$ cat src/rtl/sme_pkg.sv
// Shared constants, state encoding and helpers for the string-matching engine feeder.
package sme_pkg;

  localparam int STR_MAX = 32;
  localparam int PAT_MAX = 8;

  localparam logic [7:0] CH_CARET  = 8'h5E;
  localparam logic [7:0] CH_DOLLAR = 8'h24;
  localparam logic [7:0] CH_DOT    = 8'h2E;
  localparam logic [7:0] CH_SPACE  = 8'h20;

  typedef enum logic [2:0] {
    ST_IDLE,
    ST_SEND_STR,
    ST_SEND_PAT,
    ST_WAIT,
    ST_RESULT
  } feeder_state_e;

  // A run needs a non-empty pattern that fits, and a string that fits (0 = reuse).
  function automatic logic lens_ok(logic [5:0] s, logic [3:0] p, int smax, int pmax);
    return (p != 4'd0) && (32'(p) <= 32'(pmax)) && (32'(s) <= 32'(smax));
  endfunction

endpackage

$ cat src/rtl/sme_feeder_if.sv
// Host and engine signals of the feeder, grouped; slave = feeder side, master = host/engine side.
interface sme_feeder_if;
  logic       wr_en;
  logic       wr_sel;
  logic [4:0] wr_addr;
  logic [7:0] wr_data;
  logic [5:0] str_len;
  logic [3:0] pat_len;
  logic       start;
  logic       busy;
  logic [7:0] chardata;
  logic       isstring;
  logic       ispattern;
  logic       valid;
  logic       match;
  logic [4:0] match_index;
  logic       res_valid;
  logic       res_match;
  logic [4:0] res_index;
  logic       res_timeout;
  logic       res_ready;

  modport slave (
    input  wr_en, wr_sel, wr_addr, wr_data, str_len, pat_len, start,
    input  valid, match, match_index, res_ready,
    output busy, chardata, isstring, ispattern,
    output res_valid, res_match, res_index, res_timeout
  );

  modport master (
    output wr_en, wr_sel, wr_addr, wr_data, str_len, pat_len, start,
    output valid, match, match_index, res_ready,
    input  busy, chardata, isstring, ispattern,
    input  res_valid, res_match, res_index, res_timeout
  );
endinterface

$ cat src/rtl/sme_char_buf.sv
// Character buffer: one write port, one combinational read port, no reset on contents.
module sme_char_buf #(
  parameter int DEPTH = 8,
  parameter int AW    = 5,
  parameter int RW    = $clog2(DEPTH)
) (
  input  logic          clk,
  input  logic          we_i,
  input  logic [AW-1:0] waddr_i,
  input  logic [7:0]    wdata_i,
  input  logic [RW-1:0] raddr_i,
  output logic [7:0]    rdata_o
);

  logic [7:0] mem_q [DEPTH];

  // Out-of-range addresses are dropped rather than wrapped onto a valid slot.
  always_ff @(posedge clk) begin
    if (we_i && (32'(waddr_i) < 32'(DEPTH))) mem_q[waddr_i[RW-1:0]] <= wdata_i;
  end

  assign rdata_o = mem_q[raddr_i];

endmodule

$ cat src/rtl/sme_feeder.sv
// Feeder: streams a stored string and pattern to the matcher, then returns its result to the host.
module sme_feeder #(
  parameter int STR_MAX = sme_pkg::STR_MAX,
  parameter int PAT_MAX = sme_pkg::PAT_MAX,
  parameter int TIMEOUT = 255
) (
  input logic         clk,
  input logic         reset,
  sme_feeder_if.slave bus
);
  import sme_pkg::*;

  localparam int SRW = $clog2(STR_MAX);
  localparam int PRW = $clog2(PAT_MAX);

  feeder_state_e state_q, state_d;
  logic [5:0] idx_q, idx_d;
  logic [5:0] slen_q, slen_d;
  logic [3:0] plen_q, plen_d;
  logic [7:0] wcnt_q, wcnt_d;
  logic       busy_q, busy_d;
  logic [7:0] chardata_q, chardata_d;
  logic       isstring_q, isstring_d;
  logic       ispattern_q, ispattern_d;
  logic       res_valid_q, res_valid_d;
  logic       res_match_q, res_match_d;
  logic [4:0] res_index_q, res_index_d;
  logic       res_timeout_q, res_timeout_d;

  logic [SRW-1:0] str_raddr;
  logic [PRW-1:0] pat_raddr;
  logic [7:0]     str_rd, pat_rd;

  // Outside its own send phase each buffer is read at 0, ready for that phase's first char.
  assign str_raddr = (state_q == ST_SEND_STR) ? idx_q[SRW-1:0] : '0;
  assign pat_raddr = (state_q == ST_SEND_PAT) ? idx_q[PRW-1:0] : '0;

  sme_char_buf #(.DEPTH(STR_MAX), .AW(5)) u_str_buf (
    .clk     (clk),
    .we_i    (bus.wr_en && !busy_q && !bus.wr_sel),
    .waddr_i (bus.wr_addr),
    .wdata_i (bus.wr_data),
    .raddr_i (str_raddr),
    .rdata_o (str_rd)
  );

  sme_char_buf #(.DEPTH(PAT_MAX), .AW(5)) u_pat_buf (
    .clk     (clk),
    .we_i    (bus.wr_en && !busy_q && bus.wr_sel),
    .waddr_i (bus.wr_addr),
    .wdata_i (bus.wr_data),
    .raddr_i (pat_raddr),
    .rdata_o (pat_rd)
  );

  // State and registered outputs; buffers are deliberately outside this reset.
  always_ff @(posedge clk) begin
    if (reset) begin
      state_q       <= ST_IDLE;
      idx_q         <= '0;
      slen_q        <= '0;
      plen_q        <= '0;
      wcnt_q        <= '0;
      busy_q        <= 1'b0;
      chardata_q    <= '0;
      isstring_q    <= 1'b0;
      ispattern_q   <= 1'b0;
      res_valid_q   <= 1'b0;
      res_match_q   <= 1'b0;
      res_index_q   <= '0;
      res_timeout_q <= 1'b0;
    end else begin
      state_q       <= state_d;
      idx_q         <= idx_d;
      slen_q        <= slen_d;
      plen_q        <= plen_d;
      wcnt_q        <= wcnt_d;
      busy_q        <= busy_d;
      chardata_q    <= chardata_d;
      isstring_q    <= isstring_d;
      ispattern_q   <= ispattern_d;
      res_valid_q   <= res_valid_d;
      res_match_q   <= res_match_d;
      res_index_q   <= res_index_d;
      res_timeout_q <= res_timeout_d;
    end
  end

  // Next state; the char for the coming cycle is loaded one edge ahead so the
  // string-to-pattern handover has no idle cycle between them.
  always_comb begin
    state_d       = state_q;
    idx_d         = idx_q;
    slen_d        = slen_q;
    plen_d        = plen_q;
    wcnt_d        = wcnt_q;
    busy_d        = busy_q;
    chardata_d    = '0;
    isstring_d    = 1'b0;
    ispattern_d   = 1'b0;
    res_valid_d   = res_valid_q;
    res_match_d   = res_match_q;
    res_index_d   = res_index_q;
    res_timeout_d = res_timeout_q;
    case (state_q)
      ST_IDLE: begin
        if (bus.start && lens_ok(bus.str_len, bus.pat_len, STR_MAX, PAT_MAX)) begin
          busy_d = 1'b1;
          slen_d = bus.str_len;
          plen_d = bus.pat_len;
          idx_d  = 6'd1;
          if (bus.str_len != 6'd0) begin
            state_d    = ST_SEND_STR;
            isstring_d = 1'b1;
            chardata_d = str_rd;
          end else begin
            state_d     = ST_SEND_PAT;
            ispattern_d = 1'b1;
            chardata_d  = pat_rd;
          end
        end
      end
      ST_SEND_STR: begin
        if (idx_q == slen_q) begin
          state_d     = ST_SEND_PAT;
          ispattern_d = 1'b1;
          chardata_d  = pat_rd;
          idx_d       = 6'd1;
        end else begin
          isstring_d = 1'b1;
          chardata_d = str_rd;
          idx_d      = idx_q + 6'd1;
        end
      end
      ST_SEND_PAT: begin
        if (idx_q == {2'b00, plen_q}) begin
          state_d = ST_WAIT;
          wcnt_d  = '0;
        end else begin
          ispattern_d = 1'b1;
          chardata_d  = pat_rd;
          idx_d       = idx_q + 6'd1;
        end
      end
      ST_WAIT: begin
        if (bus.valid) begin
          state_d       = ST_RESULT;
          res_valid_d   = 1'b1;
          res_match_d   = bus.match;
          res_index_d   = bus.match_index;
          res_timeout_d = 1'b0;
        end else if (wcnt_q == 8'(TIMEOUT - 1)) begin
          state_d       = ST_RESULT;
          res_valid_d   = 1'b1;
          res_match_d   = 1'b0;
          res_index_d   = '0;
          res_timeout_d = 1'b1;
        end else begin
          wcnt_d = wcnt_q + 8'd1;
        end
      end
      ST_RESULT: begin
        if (bus.res_ready) begin
          state_d     = ST_IDLE;
          res_valid_d = 1'b0;
          busy_d      = 1'b0;
        end
      end
      default: state_d = ST_IDLE;
    endcase
  end

  assign bus.busy        = busy_q;
  assign bus.chardata    = chardata_q;
  assign bus.isstring    = isstring_q;
  assign bus.ispattern   = ispattern_q;
  assign bus.res_valid   = res_valid_q;
  assign bus.res_match   = res_match_q;
  assign bus.res_index   = res_index_q;
  assign bus.res_timeout = res_timeout_q;

endmodule

$ cat src/flat_wrapper.sv
// flat-port wrapper written by rule: the top's interface ports become plain ports
module sme_feeder_flat import sme_pkg::*;
#(
  parameter int STR_MAX = sme_pkg::STR_MAX,
  parameter int PAT_MAX = sme_pkg::PAT_MAX,
  parameter int TIMEOUT = 255
)
  (clk, reset, bus_wr_en, bus_wr_sel, bus_wr_addr, bus_wr_data, bus_str_len, bus_pat_len, bus_start, bus_valid, bus_match, bus_match_index, bus_res_ready, bus_busy, bus_chardata, bus_isstring, bus_ispattern, bus_res_valid, bus_res_match, bus_res_index, bus_res_timeout);
  sme_feeder_if bus_i ();
  input logic clk;
  input logic reset;
  input wire logic [$bits(bus_i.wr_en)-1:0] bus_wr_en;
  input wire logic [$bits(bus_i.wr_sel)-1:0] bus_wr_sel;
  input wire logic [$bits(bus_i.wr_addr)-1:0] bus_wr_addr;
  input wire logic [$bits(bus_i.wr_data)-1:0] bus_wr_data;
  input wire logic [$bits(bus_i.str_len)-1:0] bus_str_len;
  input wire logic [$bits(bus_i.pat_len)-1:0] bus_pat_len;
  input wire logic [$bits(bus_i.start)-1:0] bus_start;
  input wire logic [$bits(bus_i.valid)-1:0] bus_valid;
  input wire logic [$bits(bus_i.match)-1:0] bus_match;
  input wire logic [$bits(bus_i.match_index)-1:0] bus_match_index;
  input wire logic [$bits(bus_i.res_ready)-1:0] bus_res_ready;
  output wire logic [$bits(bus_i.busy)-1:0] bus_busy;
  output wire logic [$bits(bus_i.chardata)-1:0] bus_chardata;
  output wire logic [$bits(bus_i.isstring)-1:0] bus_isstring;
  output wire logic [$bits(bus_i.ispattern)-1:0] bus_ispattern;
  output wire logic [$bits(bus_i.res_valid)-1:0] bus_res_valid;
  output wire logic [$bits(bus_i.res_match)-1:0] bus_res_match;
  output wire logic [$bits(bus_i.res_index)-1:0] bus_res_index;
  output wire logic [$bits(bus_i.res_timeout)-1:0] bus_res_timeout;
  assign bus_i.wr_en = bus_wr_en;
  assign bus_i.wr_sel = bus_wr_sel;
  assign bus_i.wr_addr = bus_wr_addr;
  assign bus_i.wr_data = bus_wr_data;
  assign bus_i.str_len = bus_str_len;
  assign bus_i.pat_len = bus_pat_len;
  assign bus_i.start = bus_start;
  assign bus_i.valid = bus_valid;
  assign bus_i.match = bus_match;
  assign bus_i.match_index = bus_match_index;
  assign bus_i.res_ready = bus_res_ready;
  assign bus_busy = bus_i.busy;
  assign bus_chardata = bus_i.chardata;
  assign bus_isstring = bus_i.isstring;
  assign bus_ispattern = bus_i.ispattern;
  assign bus_res_valid = bus_i.res_valid;
  assign bus_res_match = bus_i.res_match;
  assign bus_res_index = bus_i.res_index;
  assign bus_res_timeout = bus_i.res_timeout;
  sme_feeder #(.STR_MAX(STR_MAX), .PAT_MAX(PAT_MAX), .TIMEOUT(TIMEOUT)) u_core (.clk(clk), .reset(reset), .bus(bus_i));
endmodule
$ cat config.mk
export PLATFORM = sky130hd
export DESIGN_NAME = sme_feeder_flat
export DESIGN_NICKNAME = d
export VERILOG_FILES = /design/src/rtl/sme_pkg.sv /design/src/rtl/sme_feeder_if.sv /design/src/rtl/sme_char_buf.sv /design/src/rtl/sme_feeder.sv /design/src/flat_wrapper.sv
export SDC_FILE = /design/constraint.sdc
export NUM_CORES = 1
export LEC_CHECK = 0
export ABC_CLOCK_PERIOD_IN_PS = 5900
export CELL_PAD_IN_SITES_DETAIL_PLACEMENT = 1
export CELL_PAD_IN_SITES_GLOBAL_PLACEMENT = 2
export CORE_UTILIZATION = 51
export CTS_CLUSTER_DIAMETER = 120
export DETAILED_ROUTE_END_ITERATION = 16
export PLACE_DENSITY_LB_ADDON = 0.1
export RECOVER_POWER = 25
export SETUP_SLACK_MARGIN = 0.2
export SKIP_LAST_GASP = 1
export SLEW_MARGIN = 15
export SYNTH_ARGS = -nofsm -noshare
export SYNTH_HDL_FRONTEND = slang
export SYNTH_HIERARCHICAL = 1
export SYNTH_SLANG_ARGS = --single-unit
$ cat constraint.sdc
create_clock -name clk -period 5.9 [get_ports clk]
set_input_delay 0.59 -clock clk [delete_from_list [all_inputs] [get_ports clk]]
set_output_delay 0.59 -clock clk [all_outputs]
set_load 0.02 [all_outputs]
# Word level (Yosys, flattened, before mapping)
# Memories as Yosys holds them, arrays and structs flattened.
# Index checks and enable logic that the tools add are counted.
[op_classes]
n_addsub = 2
order_cmp = 3
eq_ne = 15
n_mux = 47
reduce_logical = 24
[op_table]
columns = ["cell", "count"]
rows = [
  ["2-to-1 mux 8 bit", 7],
  ["one-hot mux 8 bit (3 select lines)", 1],
  ["2-to-1 mux 3 bit", 7],
  ["2-to-1 mux 1 bit", 18],
  ["2-to-1 mux 6 bit", 3],
  ["one-hot mux 6 bit (3 select lines)", 1],
  ["one-hot mux 8 bit (2 select lines)", 1],
  ["2-to-1 mux 5 bit", 3],
  ["one-hot mux 3 bit (5 select lines)", 1],
  ["!= test 2 bit (second input constant)", 6],
  ["AND reduction 3 bit", 3],
  ["adder 8 x 1 -> 8 bit (second input constant)", 1],
  ["equality test 8 bit (second input constant)", 1],
  ["nonzero test 2 bit", 4],
  ["logical AND 1 bit", 7],
  ["adder 6 x 1 -> 6 bit (second input constant)", 1],
  ["equality test 3 x 2 -> 1 bit (second input constant)", 2],
  ["equality test 6 x 4 -> 1 bit", 1],
  ["equality test 6 bit", 1],
  ["less-or-equal comparator 6 bit (second input constant)", 1],
  ["one-hot mux 1 bit (2 select lines)", 3],
  ["nonzero test 6 bit", 1],
  ["< comparator 5 x 4 -> 1 bit (second input constant)", 1],
  ["AND reduction 5 bit", 1],
  ["other kinds (13)", 15],
]
[totals]
register_bits = 46
ramBits = 320
in_bits = 36
output_inout_bits = 19
mem_count = 2
[memory_table]
columns = ["name", "words", "word_bits", "read_ports", "rd_ports_with_merged_regs", "wr", "line_no", "text"]
rows = [
  ["u_core.u_str_buf.mem_q", 32, 8, 1, 0, 1, "sme_char_buf.sv:15", "logic [7:0] mem_q [DEPTH];"],
  ["u_core.u_pat_buf.mem_q", 8, 8, 1, 0, 1, "sme_char_buf.sv:15", ""],
]

# Depth between registers and ports, before layout
[logic_depth]
word_depth = 6
ltp_mapped = 9
ltp_nobuf = 8

# Cells and area by module
# Netlist, hierarchy kept.
[by_module_without_submodules]
columns = ["mod", "instances", "cells_per_inst", "area_each_um2", "seq_area_each_um2"]
rows = [
  ["sme_char_buf at u_core.u_str_buf", 1, 410, 9892.0, 7687.4],
  ["sme_char_buf at u_core.u_pat_buf", 1, 106, 2542.4, 1921.8],
  ["sme_feeder", 1, 245, 2228.4, 920.9],
]

# Worst setup path after synthesis
# Ideal clock, no wire load.
[synth_timing]
kind = "flip-flop to flip-flop"
startpoint = "register u_core.state_q[1]"
endpoint = "register u_core.chardata_q[0], in the netlist u_core/bus.chardata[0]"
arrival_time_ns = 2.963
path_slack_ns = 2.820
stages_incl_launch_ff = 10
period_less_slack_ns = 3.080
cell_sequence = "dfxtp_1 > clkbuf_1 > nor3b_1 > and2_1 > clkbuf_1 > clkbuf_1 > mux4_2 > mux4_2 > mux2_2 > a22o_1"
[synth_via]
elab_chain_cells = 6
[synth_rtl]
columns = ["item", "line_no", "text"]
rows = [
  ["from (decl)", "sme_feeder.sv:16", "feeder_state_e state_q, state_d;"],
  ["from (signal assigned)", "sme_feeder.sv:73", "state_q <= state_d;"],
  ["equality test 3 x 1 -> 1 bit (*)", "sme_feeder.sv:35", "assign str_raddr = (state_q == ST_SEND_STR) ? idx_q[SRW-1:0] : '0;"],
  ["2-to-1 mux 5 bit (*)", "sme_feeder.sv:35", ""],
  ["named net u_core.str_raddr[2]", "sme_feeder.sv:30", "logic [SRW-1:0] str_raddr;"],
  ["memory read (32 x 8 bit) (*)", "-", ""],
  ["named net u_core.str_rd[0]", "sme_feeder.sv:32", "logic [7:0] str_rd, pat_rd;"],
  ["2-to-1 mux 8 bit", "sme_feeder.sv:112", "if (bus.str_len != 6'd0) begin"],
  ["2-to-1 mux 8 bit", "sme_feeder.sv:107", "if (bus.start && lens_ok(bus.str_len, bus.pat_len, STR_MAX, PAT_MAX)) begin"],
  ["one-hot mux 8 bit (3 select lines) (*)", "sme_feeder.sv:105", "case (state_q)"],
  ["to (signal assigned)", "sme_feeder.sv:79", "chardata_q <= chardata_d;"],
  ["to (decl)", "sme_feeder.sv:22", "logic [7:0] chardata_q, chardata_d;"],
]
# The timed path passes the listed nets; every way through them passes the cells marked *.
# A chain may end at the register's enable or synchronous reset.

# Final worst setup path
[layout_timing]
startpoint = "register u_core.state_q[0]"
endpoint = "register u_core.chardata_q[2], in the netlist u_core/bus.chardata[2]"
# Same word-level chain as after synthesis.

==> results_tabular.tex <==
\begin{tabular}{lr}
\hline
Metric & Value \\
\hline
\multicolumn{2}{l}{\textbf{Global routing}} \\
\quad First-pass GRT wire length & 50.3 mm \\
\quad Vias in the first global route & just under 8000 \\
\quad Largest net degree at the start of global routing & 56 \\
\quad Aggregate global routing overflow & 0 \\
\quad Initial antenna violation count & 0 \\
\quad Total track usage & between 20\% and 30\% \\
\multicolumn{2}{l}{\textbf{Power}} \\
\quad Worst ir drop on vdd & roughly 350 µV \\
\quad Total power after layout & 5.78 mW \\
\quad Leakage Power & between 5 and 6 nW \\
\quad Power Dens Cells & $\sim$340 nW/µm² \\
\multicolumn{2}{l}{\textbf{Clock tree}} \\
\quad Number of buffers inserted by hold repair at cts & 0 \\
\quad CTS H-tree lvls & 2 \\
\quad Worst-skew pair later-pin latency & between 500 and 600 ps \\
\quad Post-CTS repair timing setup buffer count & 0 \\
\quad Root buffer cell & sky130\_fd\_sc\_hd\_\_clkbuf\_16 \\
\quad CTS tree & built \\
\quad Total of cells resized after clock tree synthesis & 0 \\
\quad Number of buffers created by CTS & 39 \\
\quad Longest Clk Path Bufs & 3 \\
\quad Clock transition at the registers of the reported paths & roughly 60 ps \\
\quad Clk sinks & between 300 and 400 \\
\multicolumn{2}{l}{\textbf{Layout}} \\
\quad Area grow syn2layout & 15.2\% \\
\quad Diode insertion count for antenna repair & 0 \\
\quad Commonest cells after routing, fill and taps aside & 320 x sky130\_fd\_sc\_hd\_\_edfxtp\_1, 81 x sky130\_fd\_sc\_hd\_\_mux4\_2, 74 x sky130\_fd\_sc\_hd\_\_nor2\_1 \\
\quad Number of nets in the finished design & 872 \\
\quad Most common cell after layout, fill and taps aside & sky130\_fd\_sc\_hd\_\_edfxtp\_1 \\
\quad Final core area utilization & 60.3\% \\
\quad Proportion of layout cells with a drive suffix above 1 & a little over a fifth \\
\multicolumn{2}{l}{\textbf{Critical path}} \\
\quad Register-to-Register Path Depth & 7 \\
\quad Start of the worst register-to-register path & u\_core/state\_q[0]\$\_SDFFE\_PP0P\_ \\
\quad Arrival time of the worst setup path & roughly 4700 ps \\
\quad Cell at the slowest stage of the critical path & sky130\_fd\_sc\_hd\_\_and2\_2 \\
\quad Setup slack of the worst register-to-register path & 1660 ps \\
\quad Worst stage delay on the critical path & between 700 and 800 ps \\
\quad Kind of critical path & reg2reg \\
\quad Capture point of the critical path & u\_core/bus.chardata[2]\$\_SDFF\_PP0\_ \\
\quad Most frequent cell on the critical path & sky130\_fd\_sc\_hd\_\_mux4\_2 \\
\quad Cell-by-cell listing of the critical path & nor3b\_1, and2\_2, buf\_4, mux4\_2, mux4\_2, mux2\_2, a22o\_1 \\
\quad Worst setup startpoint & u\_core/state\_q[0]\$\_SDFFE\_PP0P\_ \\
\quad CP startpoint kind & flop \\
\quad Data required time at the worst endpoint & approximately 6300 ps \\
\quad Worst-path maximum fanout & 28 \\
\quad Capture instance of the worst register-to-register path & u\_core/bus.chardata[2]\$\_SDFF\_PP0\_ \\
\quad Endpoint type of the worst setup path & flop \\
\multicolumn{2}{l}{\textbf{Drt}} \\
\quad Number of DRC violations after detailed-routing iteration 0 & about 690 \\
\quad Count of TritonRoute iterations in the first routing pass & 5 \\
\quad Antenna Violating Nets Remaining & 0 \\
\quad Routed wire length & $\sim$34 mm \\
\quad Number of vias in the routed layout & approximately 7500 \\
\quad Via count normalized by instance count & 6.06 \\
\quad Post-route DRC & 0 \\
\quad WL/cell & roughly 27 µm \\
\multicolumn{2}{l}{\textbf{STA}} \\
\quad Measured slew at the worst slew-check pin & roughly 2100 ps \\
\quad Fin crit period & 4240 ps \\
\quad Highest achievable clock rate & $\sim$240 MHz \\
\quad Final number of setup-violating endpoints & 0 \\
\quad Fin. Hold Viols & 0 \\
\quad Max Clock Skew & 13.4 ps \\
\quad Share of the clock period used by the worst path after layout & 71.9\% \\
\quad Setup TNS & 0 ps \\
\quad Final-report max-slew violation count & between 200 and 300 \\
\quad Slew headroom & -39.3\% \\
\quad Setup repair after global routing missed its margin & false \\
\multicolumn{2}{l}{\textbf{Synthesis}} \\
\quad Total standard cell area after synthesis & between 10000 and 15000 µm² \\
\quad Synthesized instance count & between 700 and 800 \\
\quad Portion of the post-synthesis area used by sequential elements & between 70 and 80\% \\
\quad Synthesis Warnings & 6 \\
\quad Top flip-flop cell by instance count after synthesis & sky130\_fd\_sc\_hd\_\_edfxtp\_1 \\
\quad EDFF count, synth & 320 \\
\quad Net Count, Synth & 800 \\
\quad Top post-synthesis cells by area & sky130\_fd\_sc\_hd\_\_edfxtp\_1 66\%, sky130\_fd\_sc\_hd\_\_mux4\_2 12\%, sky130\_fd\_sc\_hd\_\_dfxtp\_1 6.3\% \\
\quad FFs w/ async S/R, synth & 0\% \\
\quad Count of cell types in the netlist & 58 \\
\quad Average size of a mapped cell & roughly 19 µm² \\
\quad Share of Yosys cell area claimed by the top area cell type & between 60 and 70\% \\
\quad Biggest area consumer among synthesized cells & sky130\_fd\_sc\_hd\_\_edfxtp\_1 \\
\quad Post-synthesis register bit count & 366 \\
\multicolumn{2}{l}{\textbf{Placement}} \\
\quad Port Buffers & between 50 and 60 \\
\quad Final HPWL DP & 21.9 mm \\
\quad GP Congestion & around 0.8 \\
\multicolumn{2}{l}{\textbf{Run status}} \\
\quad Result of the run & finished with violations \\
\quad Failing checks & capacitance limit, slew limit \\
\multicolumn{2}{l}{\textbf{Worst hold path}} \\
\quad Class of the most critical hold timing path & reg2reg \\
\multicolumn{2}{l}{\textbf{Floorplan}} \\
\quad Die outline area & approximately 30000 µm² \\
\quad Site Rows & roughly 60 \\
\quad Core Area & around 28000 µm² \\
\quad Initial core utilization & a little over half \\
\quad Die extent in x & roughly 170 µm \\
\quad Vertical die dimension & between 150 and 200 µm \\
\quad Top Ports & 55 \\
\multicolumn{2}{l}{\textbf{Flow run}} \\
\quad Count of max-cap constraint violations & 7 \\
\hline
\end{tabular}
worst min-delay path by stage:
stage	start	cells past startpoint	endpoint	slack (ps)
final	u_core/wcnt_q[7]$_SDFFE_PP0P_	2	u_core/wcnt_q[7]$_SDFFE_PP0P_	490
after global routing	u_core/wcnt_q[7]$_SDFFE_PP0P_	2	u_core/wcnt_q[7]$_SDFFE_PP0P_	530
after CTS	u_core/wcnt_q[7]$_SDFFE_PP0P_	2	u_core/wcnt_q[7]$_SDFFE_PP0P_	500
after detailed placement	u_core/wcnt_q[7]$_SDFFE_PP0P_	2	u_core/wcnt_q[7]$_SDFFE_PP0P_	490
after global placement	u_core/wcnt_q[7]$_SDFFE_PP0P_	2	u_core/wcnt_q[7]$_SDFFE_PP0P_	480
after floorplan	u_core/wcnt_q[7]$_SDFFE_PP0P_	2	u_core/wcnt_q[7]$_SDFFE_PP0P_	460
area by class of cell:
cell class / count / area, µm²
Clock buffer: 49 / 1080
Clock inverter: 21 / 229
Fill cell: 2381 / 11100
Inverter: 6 / 22.5
Multi-Input combinational cell: 349 / 3900
Sequential cell: 366 / 10500
Tap cell: 378 / 473
Timing Repair Buffer: 71 / 662
report_power, final:
group	internal, mW	switching [mW]	total (mW)
sequential	2.85	0.0399	2.89
combinational	0.177	0.230	0.407
clock	1.51	0.977	2.49
total	4.53	1.25	5.78
through the flow:
step / hold slack [ps] / std cells / instance area [µm²] / setup slack, ps
detailed placement: 492 / 1169 / 15600 / 1500
CTS: 500 / 1239 / 16900 / 1480
floorplan: 458 / 761 / 14700 / 2820
global placement: 475 / 1169 / 15600 / 1630
finish: 489 / 1240 / 16900 / 1660
global route: 533 / 1240 / 16900 / 1390
state kept, by name, indices dropped and copies added (netlist names):
signal and flops:
u_core/state_q 3, u_core/bus.busy 1, u_core/bus.res_index 5, u_core/bus.res_valid 1, u_core/wcnt_q 8, u_core/idx_q 6, u_core/slen_q 6, u_core/u_str_buf/mem_q 256
u_core/bus.isstring 1, u_core/bus.res_match 1, u_core/bus.res_timeout 1, u_core/u_pat_buf/mem_q 64, u_core/bus.ispattern 1, u_core/plen_q 4, u_core/bus.chardata 8
worst max-delay path, delay by kind of cell (launching register included):
| kind | cells | cell delay (ps) |
|---|---|---|
| and+or+nand+nor | 2 | 1430 |
| muxes | 3 | 1250 |
| AOI/OAI and AO/OA | 1 | 200 |
| buffers and inverters | 1 | 510 |
| DFF | 1 | 720 |
logic make-up after synthesis:
| family | count (synthesis) | synth area share [%] |
|---|---|---|
| flip-flops | 366 | 71.8 |
| AND/OR/NAND/NOR | 153 | 5.30 |
| multiplexers | 124 | 17.2 |
| AO/OA/AOI/OAI | 50 | 2.73 |
| buffers and inverters | 46 | 1.59 |
| XOR/XNOR | 19 | 1.13 |
| adder cells (fa/ha/maj) | 3 | 0.256 |
layer usage:
layer / GRT usage [%] / vias up / part of all wire, %
met4: 8.04 / 0 / 2.8
met1: 32.8 / 3976 / 42
met5: 0 / - / 0
met3: 4.60 / 62 / 5.6
li1: - / 3236 / -
met2: 39.7 / 237 / 50
cell usage after synthesis (5+ instances only):
| cell | instances |
|---|---|
| sky130_fd_sc_hd__nand2_1 | 14 |
| sky130_fd_sc_hd__buf_1 | 8 |
| sky130_fd_sc_hd__mux4_2 | 81 |
| sky130_fd_sc_hd__nor3_1 | 11 |
| sky130_fd_sc_hd__nand3_1 | 10 |
| sky130_fd_sc_hd__inv_1 | 6 |
| sky130_fd_sc_hd__o21ai_0 | 6 |
| sky130_fd_sc_hd__nand3b_1 | 5 |
| sky130_fd_sc_hd__dfxtp_1 | 46 |
| sky130_fd_sc_hd__edfxtp_1 | 320 |
| sky130_fd_sc_hd__clkbuf_1 | 18 |
| sky130_fd_sc_hd__mux2_2 | 16 |
| sky130_fd_sc_hd__a22oi_1 | 6 |
| sky130_fd_sc_hd__mux2i_1 | 12 |
| sky130_fd_sc_hd__buf_2 | 5 |
| sky130_fd_sc_hd__a22o_1 | 8 |
| sky130_fd_sc_hd__nor2_1 | 74 |
| sky130_fd_sc_hd__xor2_1 | 5 |
| sky130_fd_sc_hd__buf_4 | 6 |
| sky130_fd_sc_hd__mux4_1 | 15 |
| sky130_fd_sc_hd__xnor2_1 | 14 |
| sky130_fd_sc_hd__and2_1 | 8 |
| sky130_fd_sc_hd__a21oi_1 | 8 |
No activity file was read; power rests on OpenSTA's default activity.
